--- src/rtl/if_pc_gen_pkg.sv ---
// Shared definitions for the instruction-fetch PC generator: address and
// instruction widths, the default boot address and the fetch FSM encoding.
package if_pc_gen_pkg;

  localparam int unsigned XLEN = 32;
  localparam int unsigned ILEN = 32;

  localparam logic [XLEN-1:0] RESET_PC_DEFAULT = 32'h1C00_0000;
  localparam logic [XLEN-1:0] PC_STEP          = 32'd4;

  typedef enum logic [1:0] {
    ST_IDLE = 2'd0,
    ST_REQ  = 2'd1,
    ST_WAIT = 2'd2,
    ST_DROP = 2'd3
  } fetch_state_e;

  // Sequential successor of a fetch address; wraps naturally at 32 bits.
  function automatic logic [XLEN-1:0] next_seq_pc(input logic [XLEN-1:0] pc);
    return pc + PC_STEP;
  endfunction

endpackage

--- src/rtl/if_out_slot.sv ---
// Single-entry valid/ready register holding the fetched instruction that is
// offered to the decode stage. A load always wins over a kill because the
// fetch unit only loads when the held entry is empty or leaving this cycle,
// so a kill arriving with a load can only refer to the outgoing entry.
module if_out_slot
  import if_pc_gen_pkg::*;
(
  input  logic            clk,
  input  logic            rst_n,
  input  logic            load_i,
  input  logic [XLEN-1:0] load_pc_i,
  input  logic [ILEN-1:0] load_instr_i,
  input  logic            load_excp_i,
  input  logic            kill_i,
  input  logic            ready_i,
  output logic            valid_o,
  output logic [XLEN-1:0] pc_o,
  output logic [ILEN-1:0] instr_o,
  output logic            excp_o
);

  logic            valid_q;
  logic [XLEN-1:0] pc_q;
  logic [ILEN-1:0] instr_q;
  logic            excp_q;

  // Capture a new entry, otherwise drop the held one on kill or hand-off;
  // the payload is left untouched while the entry is stalled.
  always_ff @(posedge clk or negedge rst_n) begin
    if (!rst_n) begin
      valid_q <= 1'b0;
      pc_q    <= '0;
      instr_q <= '0;
      excp_q  <= 1'b0;
    end else if (load_i) begin
      valid_q <= 1'b1;
      pc_q    <= load_pc_i;
      instr_q <= load_instr_i;
      excp_q  <= load_excp_i;
    end else if (kill_i) begin
      valid_q <= 1'b0;
    end else if (valid_q && ready_i) begin
      valid_q <= 1'b0;
    end
  end

  assign valid_o = valid_q;
  assign pc_o    = pc_q;
  assign instr_o = instr_q;
  assign excp_o  = excp_q;

endmodule

--- src/rtl/if_pc_gen.sv ---
// Instruction-fetch PC generator. Keeps the fetch PC, issues at most one
// instruction-memory request at a time, handles flush/branch redirects and
// feeds fetched instructions into the output slot toward decode.
// Optional build macro PC_ALIGN_CHECK_EN: when defined, a misaligned PC
// raises a fetch exception and parks the unit until the next redirect;
// when undefined, redirect targets are word-aligned and if_excp_o stays 0.
module if_pc_gen
  import if_pc_gen_pkg::*;
#(
  parameter logic [XLEN-1:0] RESET_PC = RESET_PC_DEFAULT
) (
  input  logic            clk,
  input  logic            rst_n,
  input  logic            flush_i,
  input  logic [XLEN-1:0] new_pc_i,
  input  logic            branch_flag_i,
  input  logic [XLEN-1:0] branch_target_i,
  input  logic            pc_instr_invalid_i,
  output logic            req_valid_o,
  output logic [XLEN-1:0] req_addr_o,
  input  logic            req_ready_i,
  input  logic            resp_valid_i,
  input  logic [ILEN-1:0] resp_instr_i,
  output logic            if_valid_o,
  output logic [XLEN-1:0] if_pc_o,
  output logic [ILEN-1:0] if_instr_o,
  output logic            if_excp_o,
  input  logic            id_ready_i
);

  fetch_state_e    state_q;
  logic [XLEN-1:0] pc_q;

  logic            redirect;
  logic [XLEN-1:0] redirect_raw;
  logic [XLEN-1:0] redirect_pc;
  logic            pc_misaligned;
  logic            slot_valid;
  logic            slot_free;
  logic            issue;
  logic            align_trap;
  logic            resp_take;
  logic            slot_load;
  logic [ILEN-1:0] slot_load_instr;
  logic            slot_load_excp;
  logic            slot_kill;

`ifdef PC_ALIGN_CHECK_EN
  logic            halt_q;
`endif

  // Redirect selection (flush outranks branch) and fetch-side decisions.
  always_comb begin
    redirect     = flush_i | branch_flag_i;
    redirect_raw = flush_i ? new_pc_i : branch_target_i;
`ifdef PC_ALIGN_CHECK_EN
    redirect_pc   = redirect_raw;
    pc_misaligned = (pc_q[1:0] != 2'b00);
`else
    redirect_pc   = redirect_raw & ~32'h0000_0003;
    pc_misaligned = 1'b0;
`endif
    slot_free  = !slot_valid || id_ready_i;
    issue      = (state_q == ST_REQ) && slot_free && !redirect && !pc_misaligned;
    align_trap = (state_q == ST_REQ) && slot_free && !redirect && pc_misaligned;
    resp_take  = (state_q == ST_WAIT) && resp_valid_i && !redirect;
    slot_load  = resp_take || align_trap;
    slot_load_instr = align_trap ? '0 : resp_instr_i;
    slot_load_excp  = align_trap;
    slot_kill  = flush_i || pc_instr_invalid_i ||
                 (branch_flag_i && !(slot_valid && id_ready_i));
  end

  assign req_valid_o = issue;
  assign req_addr_o  = issue ? pc_q : '0;

  // Fetch FSM and PC: one request in flight, redirects retarget the PC on
  // the same edge and any in-flight response is discarded.
  always_ff @(posedge clk or negedge rst_n) begin
    if (!rst_n) begin
      state_q <= ST_IDLE;
      pc_q    <= RESET_PC;
`ifdef PC_ALIGN_CHECK_EN
      halt_q  <= 1'b0;
`endif
    end else begin
      case (state_q)
        ST_IDLE: begin
          if (redirect) begin
            pc_q    <= redirect_pc;
            state_q <= ST_REQ;
`ifdef PC_ALIGN_CHECK_EN
            halt_q  <= 1'b0;
          end else if (!halt_q) begin
            state_q <= ST_REQ;
`else
          end else begin
            state_q <= ST_REQ;
`endif
          end
        end
        ST_REQ: begin
          if (redirect) begin
            pc_q <= redirect_pc;
          end else if (align_trap) begin
            state_q <= ST_IDLE;
`ifdef PC_ALIGN_CHECK_EN
            halt_q  <= 1'b1;
`endif
          end else if (issue && req_ready_i) begin
            state_q <= ST_WAIT;
          end
        end
        ST_WAIT: begin
          if (redirect) begin
            pc_q    <= redirect_pc;
            state_q <= resp_valid_i ? ST_REQ : ST_DROP;
          end else if (resp_valid_i) begin
            pc_q    <= next_seq_pc(pc_q);
            state_q <= ST_REQ;
          end
        end
        ST_DROP: begin
          if (redirect) begin
            pc_q <= redirect_pc;
          end
          if (resp_valid_i) begin
            state_q <= ST_REQ;
          end
        end
        default: state_q <= ST_IDLE;
      endcase
    end
  end

  // In the default build the exception flag is only ever loaded with 0,
  // so if_excp_o is constant and trims away.
  if_out_slot u_slot (
    .clk          (clk),
    .rst_n        (rst_n),
    .load_i       (slot_load),
    .load_pc_i    (pc_q),
    .load_instr_i (slot_load_instr),
    .load_excp_i  (slot_load_excp),
    .kill_i       (slot_kill),
    .ready_i      (id_ready_i),
    .valid_o      (slot_valid),
    .pc_o         (if_pc_o),
    .instr_o      (if_instr_o),
    .excp_o       (if_excp_o)
  );

  assign if_valid_o = slot_valid;

endmodule

--- config.mk ---
export PLATFORM = sky130hd
export DESIGN_NAME = if_pc_gen
export DESIGN_NICKNAME = d
export VERILOG_FILES = /design/src/rtl/if_pc_gen_pkg.sv /design/src/rtl/if_out_slot.sv /design/src/rtl/if_pc_gen.sv
export SDC_FILE = /design/constraint.sdc
export NUM_CORES = 1
export LEC_CHECK = 0
export BUFFER_PORTS_ARGS = -buffer_cell sky130_fd_sc_hd__buf_2
export CAP_MARGIN = 20
export CORE_MARGIN = 2
export CORE_UTILIZATION = 50
export CTS_CLUSTER_SIZE = 24
export DETAILED_ROUTE_END_ITERATION = 6
export PLACE_DENSITY_LB_ADDON = 0.05
export SLEW_MARGIN = 30
export SYNTH_ARGS = -nofsm -noshare
export SYNTH_HDL_FRONTEND = slang
export SYNTH_SLANG_ARGS = --single-unit
--- constraint.sdc ---
create_clock -name clk -period 5.3 [get_ports clk]
set_input_delay 0.265 -clock clk [delete_from_list [all_inputs] [get_ports clk]]
set_output_delay 0.265 -clock clk [all_outputs]
set_load 0.02 [all_outputs]
==> results of run 1 <==
==> layer usage <==
metal	vias to the layer above	track usage	part of all wire
li1	2305	-	-
met1	2193	0.3433	0.43
met2	203	0.4241	0.48
met3	23	0.04234	0.070
met4	0	0.08806	0.021
met5	-	0	0
==> synth_stat cells, types with 2 or more instances <==
| cell | count | area share |
|---|---|---|
| nor3_2 | 2 | 0.0041 |
| o22ai_1 | 9 | 0.011 |
| mux2i_1 | 10 | 0.020 |
| o32a_1 | 2 | 0.0041 |
| nor2_1 | 26 | 0.020 |
| o31a_1 | 2 | 0.0036 |
| or3_1 | 4 | 0.0051 |
| dfstp_2 | 3 | 0.016 |
| dfrtp_1 | 92 | 0.47 |
| nor3_1 | 8 | 0.0081 |
| buf_6 | 4 | 0.0091 |
| or2_2 | 4 | 0.0051 |
| buf_2 | 10 | 0.010 |
| nor2b_1 | 2 | 0.0025 |
| o21ai_0 | 16 | 0.016 |
| mux2_2 | 9 | 0.021 |
| a31oi_1 | 2 | 0.0025 |
| a21oi_1 | 34 | 0.035 |
| a221oi_1 | 3 | 0.0053 |
| o31ai_1 | 2 | 0.0030 |
| nand3b_1 | 2 | 0.0030 |
| nand4_1 | 7 | 0.0089 |
| a22oi_1 | 2 | 0.0030 |
| nand3_1 | 12 | 0.012 |
| o22a_1 | 2 | 0.0036 |
| inv_1 | 8 | 0.0061 |
| buf_4 | 5 | 0.0076 |
| a211oi_1 | 5 | 0.0076 |
| a311oi_1 | 4 | 0.0071 |
| nand2_1 | 201 | 0.15 |
| clkbuf_1 | 18 | 0.014 |
| nor4_1 | 6 | 0.0076 |
| and2_1 | 30 | 0.038 |
==> kinds of logic (layout without fill, tap and decap cells) <==
family	after synthesis	count (layout)	synth area share
buffers and inverters	47	223	0.05024
DFF	95	95	0.4829
muxes	19	19	0.04085
AOI/OAI and AO/OA	96	96	0.1276
xor gates and xnor gates	2	2	0.003553
other	1	5	0.0007605
and+or+nand+nor	317	317	0.2916
adders and majority gates	1	1	0.002537
==> worst max-delay path: stages <==
cell and delay, ns:
buf_2 0.35, or2_2 0.61, nor4b_4 0.68, buf_4 0.32
and2_1 0.16, buf_2 0.16
==> layout make-up <==
cell class                      count  share of cell area
Inverter                            8            0.004908
Clock buffer                       10             0.02086
Clock inverter                      6            0.008589
Multi-Input combinational cell    440              0.3832
Timing Repair Buffer              199              0.1661
Sequential cell                    95              0.3892
Tap cell                          133             0.02720
==> flip-flops by register name, indices dropped and copies added, names as in the netlist <==
name	cells
u_slot.pc_o	30
u_slot.instr_o	32
state_q	2
u_slot.valid_o	1
pc_q	30
==> power groups by stage <==
stage | logic, mW | registers (mW) | clock network, mW
floorplan | 0.147 | 0.877 | 0
CTS | 0.301 | 0.843 | 0.458
global placement | 0.293 | 0.855 | 0
global route | 0.332 | 0.853 | 0.487
finish | 0.298 | 0.843 | 0.448
detailed placement | 0.299 | 0.857 | 0
==> worst max path at each step <==
stage                                 to  slack, ns  depth (start not counted)
floorplan           pc_q[22]$_DFFE_PN0P_       3.21                          7
global placement          req_addr_o[18]       2.21                          6
detailed placement        req_addr_o[18]       2.44                          6
CTS                       req_addr_o[18]       2.44                          6
global route              req_addr_o[18]       2.30                          6
finish                    req_addr_o[18]       2.46                          6
==> per-stage QoR <==
stage          utilization  hold slack, ns  std cells  total power, mW
2_1_floorplan            -        -0.03059        582            1.024
3_3_place_gp        0.6110          0.2417        874            1.148
3_5_place_dp        0.6121          0.2431        874            1.157
4_1_cts             0.6318         0.08069        891            1.602
5_1_grt             0.6318         0.07990        891            1.672
6_report            0.6318         0.08753        891            1.590
==> summary.md, run 1 <==
| Metric | Value |
|---|---|
| Status | completed |
| Area post-placement | approximately 6000 um^2 |
| CTS Sinks | 95 |
| Vias in the first global route | 4260 |
| Slew margin rel. | 0.4504 |
| DRC | 0 |
| Design area | ~6000 um^2 |
| Critical R2R Launch | pc_q[2]$_DFFE_PN0P_ |
| # fillers | roughly 860 |
| Psw | 0.5101 mW |
| Setup TNS Final | 0 ns |
| Syn Std Cell Area | 4931 um^2 |
| Max cap viols | 0 |
| Fin. Hold Viols | 0 |
| Clock tree from TritonCTS | built |
| Syn avg cell area | 8.531 um^2 |
| First-pass GRT wire length | 21.27 mm |
| Synth Flop Type | dfrtp_1 |
| Multi-input gate area | 2345 um^2 |
| Reg area | 2381 um^2 |
| Combinational power share | 0.188 |
| Total GRT Usage | 0.2561 |
| Iteration-0 DRC count of the detailed router | 255 |
| PnR worst setup slack | ~2.5 ns |
| Critical path class | in -> out |
| CTS Buf Count | 9 |
| Register area share after synthesis | 0.4829 |
| Routed WL | 13.69 mm |
| Row cnt | 36 |
| Port-buffer cells | 193 |
| Remaining antenna violation count | 0 |
| Detailed Place HPWL | 9.904 mm |
| Slew Limit Fails | 0 |
| Seq pwr share | 0.531 |
| Final Setup Violations | 0 |
| Min-Delay Endpoint | u_slot.instr_o[18]$_DFFE_PN0P_ |
| Worst-path maximum fanout | 35 |
| Netlist cell types | 65 |
| Total power divided by cell area | 259.8 nW/um^2 |
| Clock share of power | 0.282 |
| Number of flops mapped to enable cells by yosys | 0 |
| Hold Startpoint | resp_instr_i[18] |
| Flops & latches, synth | 95 |
| DIE AREA | between 10000 and 15000 um^2 |
| Routed wire per std cell | ~15 um |
| Pre-antenna DRT Iters | 5 |
| Die width | 103.3 um |
| Height of the die | 103.3 um |
| Core Area | 9684 um^2 |
| Largest net degree at the start of global routing | 67 |
| Synth warn | 0 |
| Post-CTS Setup Bufs | 0 |
| Startpoint types | input port |
| Routed vias/inst | 5.302 |
| Slew @ Worst Pin | 0.8182 ns |
| Later-pin clock latency in the skew report | 0.36 ns |
| Clock transition at path regs | 0.10 ns |
| Most common cell after layout, fill and taps aside | nand2_1 |
| Final critical-path required period | 2.839 ns |
| Fraction of registers with async set/reset | 1.000 |
| Pre-CTS setup slack | ~2.4 ns |
| N_diodes | 0 |
| Mapped Cells | 578 |
| Initial antenna violation count | 0 |
| Reg2reg end | pc_q[22]$_DFFE_PN0P_ |
| Crit path arrival time | 2.57 ns |
| Worst Setup SP | flush_i |
| Period Utilization, post-route | 0.5357 |
| Area Growth Syn to Fin | 24.08% |
| Root buffer cell | clkbuf_8 |
| Most frequent cells in the layout | nand2_1 (200), buf_2 (192), dfrtp_1 (92) |
| Vias | 4724 |
| Htree depth | 3 |
| Hold path depth | 3 |
| Leakage | 3.292 nW |
| Internal reg-to-reg setup slack | 2.83 ns |
| Nets | ~860 |
| PostCTS Resize Cnt | 0 |
| Worst endpoint required time | 5.04 ns |
| CTS Hold Bufs | 1 |
| Int Power | 1.079 mW |
| # IOs | 203 |
| RSZ-0062 raised after global routing | no |
| Net Sw Frac | 0.3209 |
| Starting density of the core | 0.5092 |
| Total global routing overflow | 0 |
| Worst r2r path cells | 6 |
| Clk buf depth | 2 |
| Layout cells sized above 1 | 0.3206 |
| Max Fclk | about 350 MHz |
| HP Class | in -> reg |
| Crit. End Element | primary output |
| Gpl congestion | ~0.89 |
| Worst clock skew | 0.01248 ns |
| Max rail drop VDD | 128.3 uV |
Power figures use the tool's default switching activity.
==> inputs of run 2 (changes only) <==
--- a/config.mk
+++ b/config.mk
@@ -8,7 +8,7 @@
 export BUFFER_PORTS_ARGS = -buffer_cell sky130_fd_sc_hd__buf_2
 export CAP_MARGIN = 20
 export CORE_MARGIN = 2
-export CORE_UTILIZATION = 50
+export CORE_UTILIZATION = 44
 export CTS_CLUSTER_SIZE = 24
 export DETAILED_ROUTE_END_ITERATION = 6
 export PLACE_DENSITY_LB_ADDON = 0.05
==> constraint.sdc (replaced) <==
create_clock -name clk -period 2.54 [get_ports clk]
set_input_delay 0.127 -clock clk [delete_from_list [all_inputs] [get_ports clk]]
set_output_delay 0.127 -clock clk [all_outputs]
set_load 0.02 [all_outputs]
==> summary.md, run 2 (synthesis gave the netlist of run 1 again) <==
| Metric | Value |
|---|---|
| Status | completed (unchanged) |
| Final critical-path required period | roughly 2.4 ns |
| Setup TNS Final | 0 ns (unchanged) |
| Iteration-0 DRC count of the detailed router | 247 (was 255) |
| Crit. End Element | flop (was primary output) |
| Layout cells sized above 1 | 0.3177 (was 0.3206) |
| Total power divided by cell area | 515.0 nW/um^2 (was 259.8 nW/um^2) |
| Worst-path maximum fanout | 6 (was 35) |
| Routed WL | 15.11 mm (was 13.69 mm) |
| Total global routing overflow | 0 (unchanged) |
| Area Growth Syn to Fin | 33.95% (was 24.08%) |
| HP Class | in -> reg (unchanged) |
| Psw | 1.061 mW (was 0.5101 mW) |
| Design area | 6605 um^2 (was 6118 um^2) |
| CTS Sinks | 95 (unchanged) |
| First-pass GRT wire length | 23.38 mm (was 21.27 mm) |
| Clock share of power | 0.282 (about the same) |
| Largest net degree at the start of global routing | 96 (was 67) |
| Worst endpoint required time | 2.79 ns (was 5.04 ns) |
| # fillers | 987 (was 862) |
| DRC | 0 (unchanged) |
| Detailed Place HPWL | 10.66 mm (was 9.904 mm) |
| Port-buffer cells | 193 (unchanged) |
| Fin cells | 949 (was 891) |
| Final Power | 3.401 mW (was 1.590 mW) |
| Max rail drop VDD | 260.6 uV (was 128.3 uV) |
| Net Sw Frac | 0.3118 (was 0.3209) |
| Pre-CTS setup slack | 0.2041 ns (was 2.438 ns) |
| Slew Limit Fails | 0 (unchanged) |
| Period Utilization, post-route | 0.9390 |
| Fin. Hold Viols | 0 (unchanged) |
| Clock tree from TritonCTS | built (unchanged) |
| DP Cell Count | 896 (was 874) |
| Starting density of the core | 0.4529 (was 0.5092) |
| Worst clock skew | 0.01412 ns (was 0.01248 ns) |
| Slew @ Worst Pin | 0.6457 ns (was 0.8182 ns) |
| Height of the die | 109.9 um (was 103.3 um) |
| Later-pin clock latency in the skew report | 0.37 ns (was 0.36 ns) |
| # IOs | 203 (unchanged) |
| Worst Setup SP | pc_q[3]$_DFFE_PN0P_ (was flush_i) |
| Initial antenna violation count | 0 (unchanged) |
| Row cnt | 38 (was 36) |
| Max cap viols | 0 (unchanged) |
| Critical R2R Launch | pc_q[3]$_DFFE_PN0P_ (was pc_q[2]$_DFFE_PN0P_) |
| Pre-antenna DRT Iters | 5 (unchanged) |
| Leakage | 3.519 nW (was 3.292 nW) |
| Critical path class | reg -> reg (was in -> out) |
| Seq pwr share | 0.514 (was 0.531) |
| Slew margin rel. | 0.5696 (was 0.4504) |
| CP endpoint | pc_q[22]$_DFFE_PN0P_ (was req_addr_o[18]) |
| Combinational power share | 0.204 (was 0.188) |
| Max reg flops | 32 (unchanged) |
| CTS Buf Count | 9 (unchanged) |
| Gpl congestion | 0.9059 (was 0.8872) |
| Total GRT Usage | 0.2531 (was 0.2561) |
| Clk buf depth | 2 (unchanged) |
| Htree depth | 3 (unchanged) |
| Startpoint types | flop (was input port) |
| Core Area | 10890 um^2 (was 9684 um^2) |
| Routed wire per std cell | 15.93 um (was 15.36 um) |
| Worst r2r path cells | 6 (unchanged) |
| PnR worst setup slack | 0.1549 ns (was 2.461 ns) |
| DIE AREA | 12070 um^2 (was 10670 um^2) |
| Internal reg-to-reg setup slack | 0.15 ns (was 2.83 ns) |
| Int Power | 2.341 mW (was 1.079 mW) |
| Most frequent cells in the layout | nand2_1 (200), buf_2 (192), dfrtp_1 (92) (unchanged) |
| N_diodes | 0 (unchanged) |
| Max Fclk | 419.3 MHz |
| Nets | 909 (was 858) |
| Most common cell after layout, fill and taps aside | nand2_1 (unchanged) |
| Vias | 4981 (was 4724) |
| Crit path arrival time | 2.64 ns (was 2.57 ns) |
| Final Setup Violations | 0 (unchanged) |
| RSZ-0062 raised after global routing | no (unchanged) |
| Reg2reg end | pc_q[22]$_DFFE_PN0P_ (unchanged) |
| Area post-placement | 6051 um^2 (was 5928 um^2) |
| Die width | 109.9 um (was 103.3 um) |
| Routed vias/inst | 5.249 (was 5.302) |
| Vias in the first global route | 4825 (was 4260) |
| Root buffer cell | clkbuf_8 (unchanged) |
| Clock transition at path regs | 0.10 ns (about the same) |
| Remaining antenna violation count | 0 (unchanged) |
## run 2: metal layers
metal | track usage | part of all wire | vias up
li1 | - | - | 2406
met1 | 0.3125 | 0.42 | 2325
met2 | 0.4277 | 0.48 | 213
met3 | 0.04327 | 0.068 | 37
met4 | 0.1221 | 0.029 | 0
met5 | 0 | 0 | -
## run 2: stage by stage
stage,hold slack [ns],util
finish,0.03175,0.6066
CTS,0.01169,0.6066
global route,0.02864,0.6066
detailed placement,0.2251,0.5557
floorplan,-0.1686,-
global placement,0.2216,0.5557
## run 2: area by class of cell
cell class              count  area, um^2  share of cell area
clock buffers              12       155.1             0.02349
clock inverters             4       28.78            0.004357
inverters                   8       30.03            0.004546
multi-input cells         440        2333              0.3533
flip-flops and latches     95        2381              0.3605
well taps                 140       175.2             0.02652
repair buffers            250        1501              0.2273
## run 2: critical path, cell delays in order (launching register included)
cell      delay (ns)
dfrtp_1         0.42
ha_1            0.25
nand4_2         0.19
or4_1           0.68
o311ai_2        0.31
o41ai_1         0.12
a221o_1         0.28
## run 2: repair_timing
item	CTS	global route
hold endpoints to repair	127	0
hold buffers	37	0
gates resized for setup	0	0
setup buffers	0	0
## run 2: worst min path at each step
stage | startpoint | end | slack (ns) | cells after the start
after floorplan | rst_n | pc_q[10]$_DFFE_PN0P_ | -0.17 | 0
after global placement | rst_n | u_slot.instr_o[2]$_DFFE_PN0P_ | 0.22 | 2
after detailed placement | rst_n | u_slot.instr_o[2]$_DFFE_PN0P_ | 0.23 | 2
after CTS | branch_target_i[22] | pc_q[22]$_DFFE_PN0P_ | 0.01 | 2
after global routing | branch_target_i[22] | pc_q[22]$_DFFE_PN0P_ | 0.03 | 2
final | branch_target_i[22] | pc_q[22]$_DFFE_PN0P_ | 0.03 | 2
## run 2: power groups by stage
stage	Clock, mW	Sequential [mW]	Combinational, mW
final	0.959	1.75	0.693
after global routing	1.04	1.77	0.765
after CTS	0.983	1.75	0.696
after detailed placement	0	1.78	0.649
after global placement	0	1.77	0.641
after floorplan	0	1.83	0.307
==> inputs of run 3 (changes only) <==
--- a/config.mk
+++ b/config.mk
@@ -5,12 +5,11 @@
 export SDC_FILE = /design/constraint.sdc
 export NUM_CORES = 1
 export LEC_CHECK = 0
-export BUFFER_PORTS_ARGS = -buffer_cell sky130_fd_sc_hd__buf_2
 export CAP_MARGIN = 20
-export CORE_MARGIN = 2
-export CORE_UTILIZATION = 44
+export CORE_UTILIZATION = 50
 export CTS_CLUSTER_SIZE = 24
 export DETAILED_ROUTE_END_ITERATION = 6
+export DONT_BUFFER_PORTS = 1
 export PLACE_DENSITY_LB_ADDON = 0.05
 export SLEW_MARGIN = 30
 export SYNTH_ARGS = -nofsm -noshare
==> summary.md, run 3 (synthesis gave the netlist of run 1 again) <==
| Metric | Value |
|---|---|
| Reg2reg end | pc_q[31]$_DFFE_PN0P_ (was pc_q[22]$_DFFE_PN0P_) |
| CTS Sinks | 95 (unchanged) |
| N_diodes | 0 (unchanged) |
| Vias in the first global route | 4389 (was 4825) |
| Crit path largest cell delay | 0.58 ns (was 0.68 ns) |
| Layout cells sized above 1 | 0.1002 (was 0.3177) |
| Internal reg-to-reg setup slack | 0.22 ns (was 0.15 ns) |
| Critical path, cell by cell | nand3b_1 > buf_4 > a221oi_1 > a21oi_1 > dlygate4sd3_1 > a211oi_1 (was ha_1 > nand4_2 > or4_1 > o311ai_2 > o41ai_1 > a221o_1) |
| Crit path arrival time | 2.60 ns (was 2.64 ns) |
| Setup TNS Final | 0 ns (unchanged) |
| Slew Limit Fails | 0 (unchanged) |
| M3 GR Usage | 0.05590 (was 0.04327) |
| # IOs | 203 (unchanged) |
| RSZ-0062 raised after global routing | no (unchanged) |
| Remaining antenna violation count | 0 (unchanged) |
| Clock share of power | 0.315 (was 0.282) |
| Nets | 729 (was 909) |
| PostCTS Resize Cnt | 0 (unchanged) |
| Routed WL | 14.00 mm (was 15.11 mm) |
| Root buffer cell | clkbuf_8 (unchanged) |
| Gpl congestion | 0.9472 (was 0.9059) |
| Port-buffer cells | 0 (was 193) |
| Max reg flops | 32 (unchanged) |
| Height of the die | 101.3 um (was 109.9 um) |
| Die width | 101.3 um (was 109.9 um) |
| Worst endpoint required time | 2.82 ns (was 2.79 ns) |
| Clock tree from TritonCTS | built (unchanged) |
| First-pass GRT wire length | 21.65 mm (was 23.38 mm) |
| Vias | 4343 (was 4981) |
| Most frequent cells in the layout | nand2_1 (200), dfrtp_1 (92), dlygate4sd3_1 (51) (was nand2_1 (200), buf_2 (192), dfrtp_1 (92)) |
| Combinational power share | 0.134 (was 0.204) |
| Min-Delay Endpoint | pc_q[29]$_DFFE_PN0P_ (was pc_q[22]$_DFFE_PN0P_) |
| Critical path class | reg -> reg (unchanged) |
| Worst r2r path cells | 6 (unchanged) |
| Most used routing layer | met2 (unchanged) |
| DRC | 0 (unchanged) |
| Slew @ Worst Pin | 0.6339 ns (was 0.6457 ns) |
| Seq pwr share | 0.551 (was 0.514) |
| HP Class | in -> reg (unchanged) |
| Final Power | 3.345 mW (was 3.401 mW) |
| Total GRT Usage | 0.2780 (was 0.2531) |
| Detailed Place HPWL | 9.485 mm (was 10.66 mm) |
| Clk buf depth | 2 (unchanged) |
| Status | completed (unchanged) |
| DIE AREA | 10260 um^2 (was 12070 um^2) |
| Post-CTS Setup Bufs | 0 (unchanged) |
| Initial antenna violation count | 0 (unchanged) |
| Most common cell after layout, fill and taps aside | nand2_1 (unchanged) |
| Final Setup Violations | 0 (unchanged) |
| Starting density of the core | 0.5237 (was 0.4529) |
| M1 GR Usage | 0.3387 (was 0.3125) |
| Crit. End Element | flop (unchanged) |
| Max cap viols | 0 (unchanged) |
| Final critical-path required period | 2.320 ns (was 2.385 ns) |
| Leakage | 2.690 nW (was 3.519 nW) |
| Core Area | 9415 um^2 (was 10890 um^2) |
| Htree depth | 3 (unchanged) |
| Worst-path maximum fanout | 7 (was 6) |
| Routed wire per std cell | 18.46 um (was 15.93 um) |
| Crit-path leading delay family | buffers and inverters (was simple AND/OR/NAND/NOR gates) |
| Routed vias/inst | 5.730 (was 5.249) |
| Int Power | 2.324 mW (was 2.341 mW) |
| Met2 usage in global routing | 0.4778 (was 0.4277) |
| Pre-antenna DRT Iters | 5 (unchanged) |
| Fin. Hold Viols | 0 (unchanged) |
| Max Fclk | 431.1 MHz (was 419.3 MHz) |
| Final core utilization | 0.6145 (was 0.6066) |
| Hold path depth | 2 (unchanged) |
| Clock transition at path regs | 0.10 ns (about the same) |
| Psw | 1.021 mW (was 1.061 mW) |
| Hold Startpoint | new_pc_i[29] (was branch_target_i[22]) |
| CP max stage cell | dlygate4sd3_1 (was or4_1) |
| CP bufs+invs | 2 (was 0) |
| Iteration-0 DRC count of the detailed router | 261 (was 247) |
| CTS Buf Count | 9 (unchanged) |
| Total global routing overflow | 0 (unchanged) |
| Max rail drop VDD | 329.6 uV (was 260.6 uV) |
| Period Utilization, post-route | 0.9133 (was 0.9390) |
| Critical R2R Launch | state_q[0]$_DFFE_PN0P_ (was pc_q[3]$_DFFE_PN0P_) |
| Net Sw Frac | 0.3053 (was 0.3118) |
| Total power divided by cell area | 578.2 nW/um^2 (was 515.0 nW/um^2) |
| Later-pin clock latency in the skew report | 0.37 ns (about the same) |
| Slew margin rel. | 0.5758 (was 0.5696) |
| Row cnt | 35 (was 38) |
| Area Growth Syn to Fin | 17.33% (was 33.95%) |
| Worst clock skew | 0.01267 ns (was 0.01412 ns) |
| Startpoint types | flop (unchanged) |
| Largest net degree at the start of global routing | 96 (unchanged) |
==> run 3: cell count changes in the layout (fill, tap and decap cells not counted), moves of 2 or more <==
cell | before | now
buf_2 | 192 | 0
dlygate4sd3_1 | 37 | 51
buf_4 | 20 | 18
clkinv_4 | 0 | 2
clkinvlp_4 | 2 | 0
==> run 3: power by group through the flow <==
stage | logic [mW] | registers [mW] | clock network (mW)
detailed placement | 0.344 | 1.87 | 0
floorplan | 0.307 | 1.83 | 0
global route | 0.502 | 1.86 | 1.14
CTS | 0.449 | 1.84 | 1.08
finish | 0.448 | 1.84 | 1.05
global placement | 0.338 | 1.87 | 0
==> run 3: metal layers <==
layer	routed length (um)	vias to the layer above
met2	6789	189
met1	5866	2081
li1	-	2049
met4	295	0
met5	0	-
met3	1043	24
==> run 3: stage by stage <==
| step | hold slack, ns | worst slack, ns | area [um^2] | instances |
|---|---|---|---|---|
| floorplan | -0.1686 | 0.4502 | 4946 | 582 |
| CTS | 0.007446 | 0.2419 | 5786 | 758 |
| global placement | -0.1667 | 0.2989 | 5041 | 690 |
| finish | 0.009278 | 0.2203 | 5786 | 758 |
| global route | 0.02110 | 0.09382 | 5786 | 758 |
| detailed placement | -0.1668 | 0.2688 | 5041 | 690 |
==> run 3: layout make-up <==
type / count / area (um^2)
Sequential cell: 95 / 2381
Timing Repair Buffer: 70 / 673.1
Clock buffer: 11 / 141.4
Fill cell: 869 / 3630
Multi-Input combinational cell: 440 / 2333
Clock inverter: 5 / 65.06
Tap cell: 129 / 161.4
Inverter: 8 / 30.03
==> run 3: worst max path at each step <==
| stage | from | to | depth (start not counted) |
|---|---|---|---|
| finish | state_q[0]$_DFFE_PN0P_ | pc_q[31]$_DFFE_PN0P_ | 6 |
| global placement | pc_q[3]$_DFFE_PN0P_ | pc_q[22]$_DFFE_PN0P_ | 6 |
| floorplan | pc_q[2]$_DFFE_PN0P_ | pc_q[22]$_DFFE_PN0P_ | 7 |
| detailed placement | pc_q[3]$_DFFE_PN0P_ | pc_q[22]$_DFFE_PN0P_ | 6 |
| CTS | pc_q[3]$_DFFE_PN0P_ | pc_q[22]$_DFFE_PN0P_ | 6 |
| global route | pc_q[3]$_DFFE_PN0P_ | pc_q[22]$_DFFE_PN0P_ | 6 |
==> run 3: timing repair <==
action	4_1_cts	5_1_grt
hold endpoints to repair	138	0
setup endpoints to repair	0	0
hold buffers	52	0
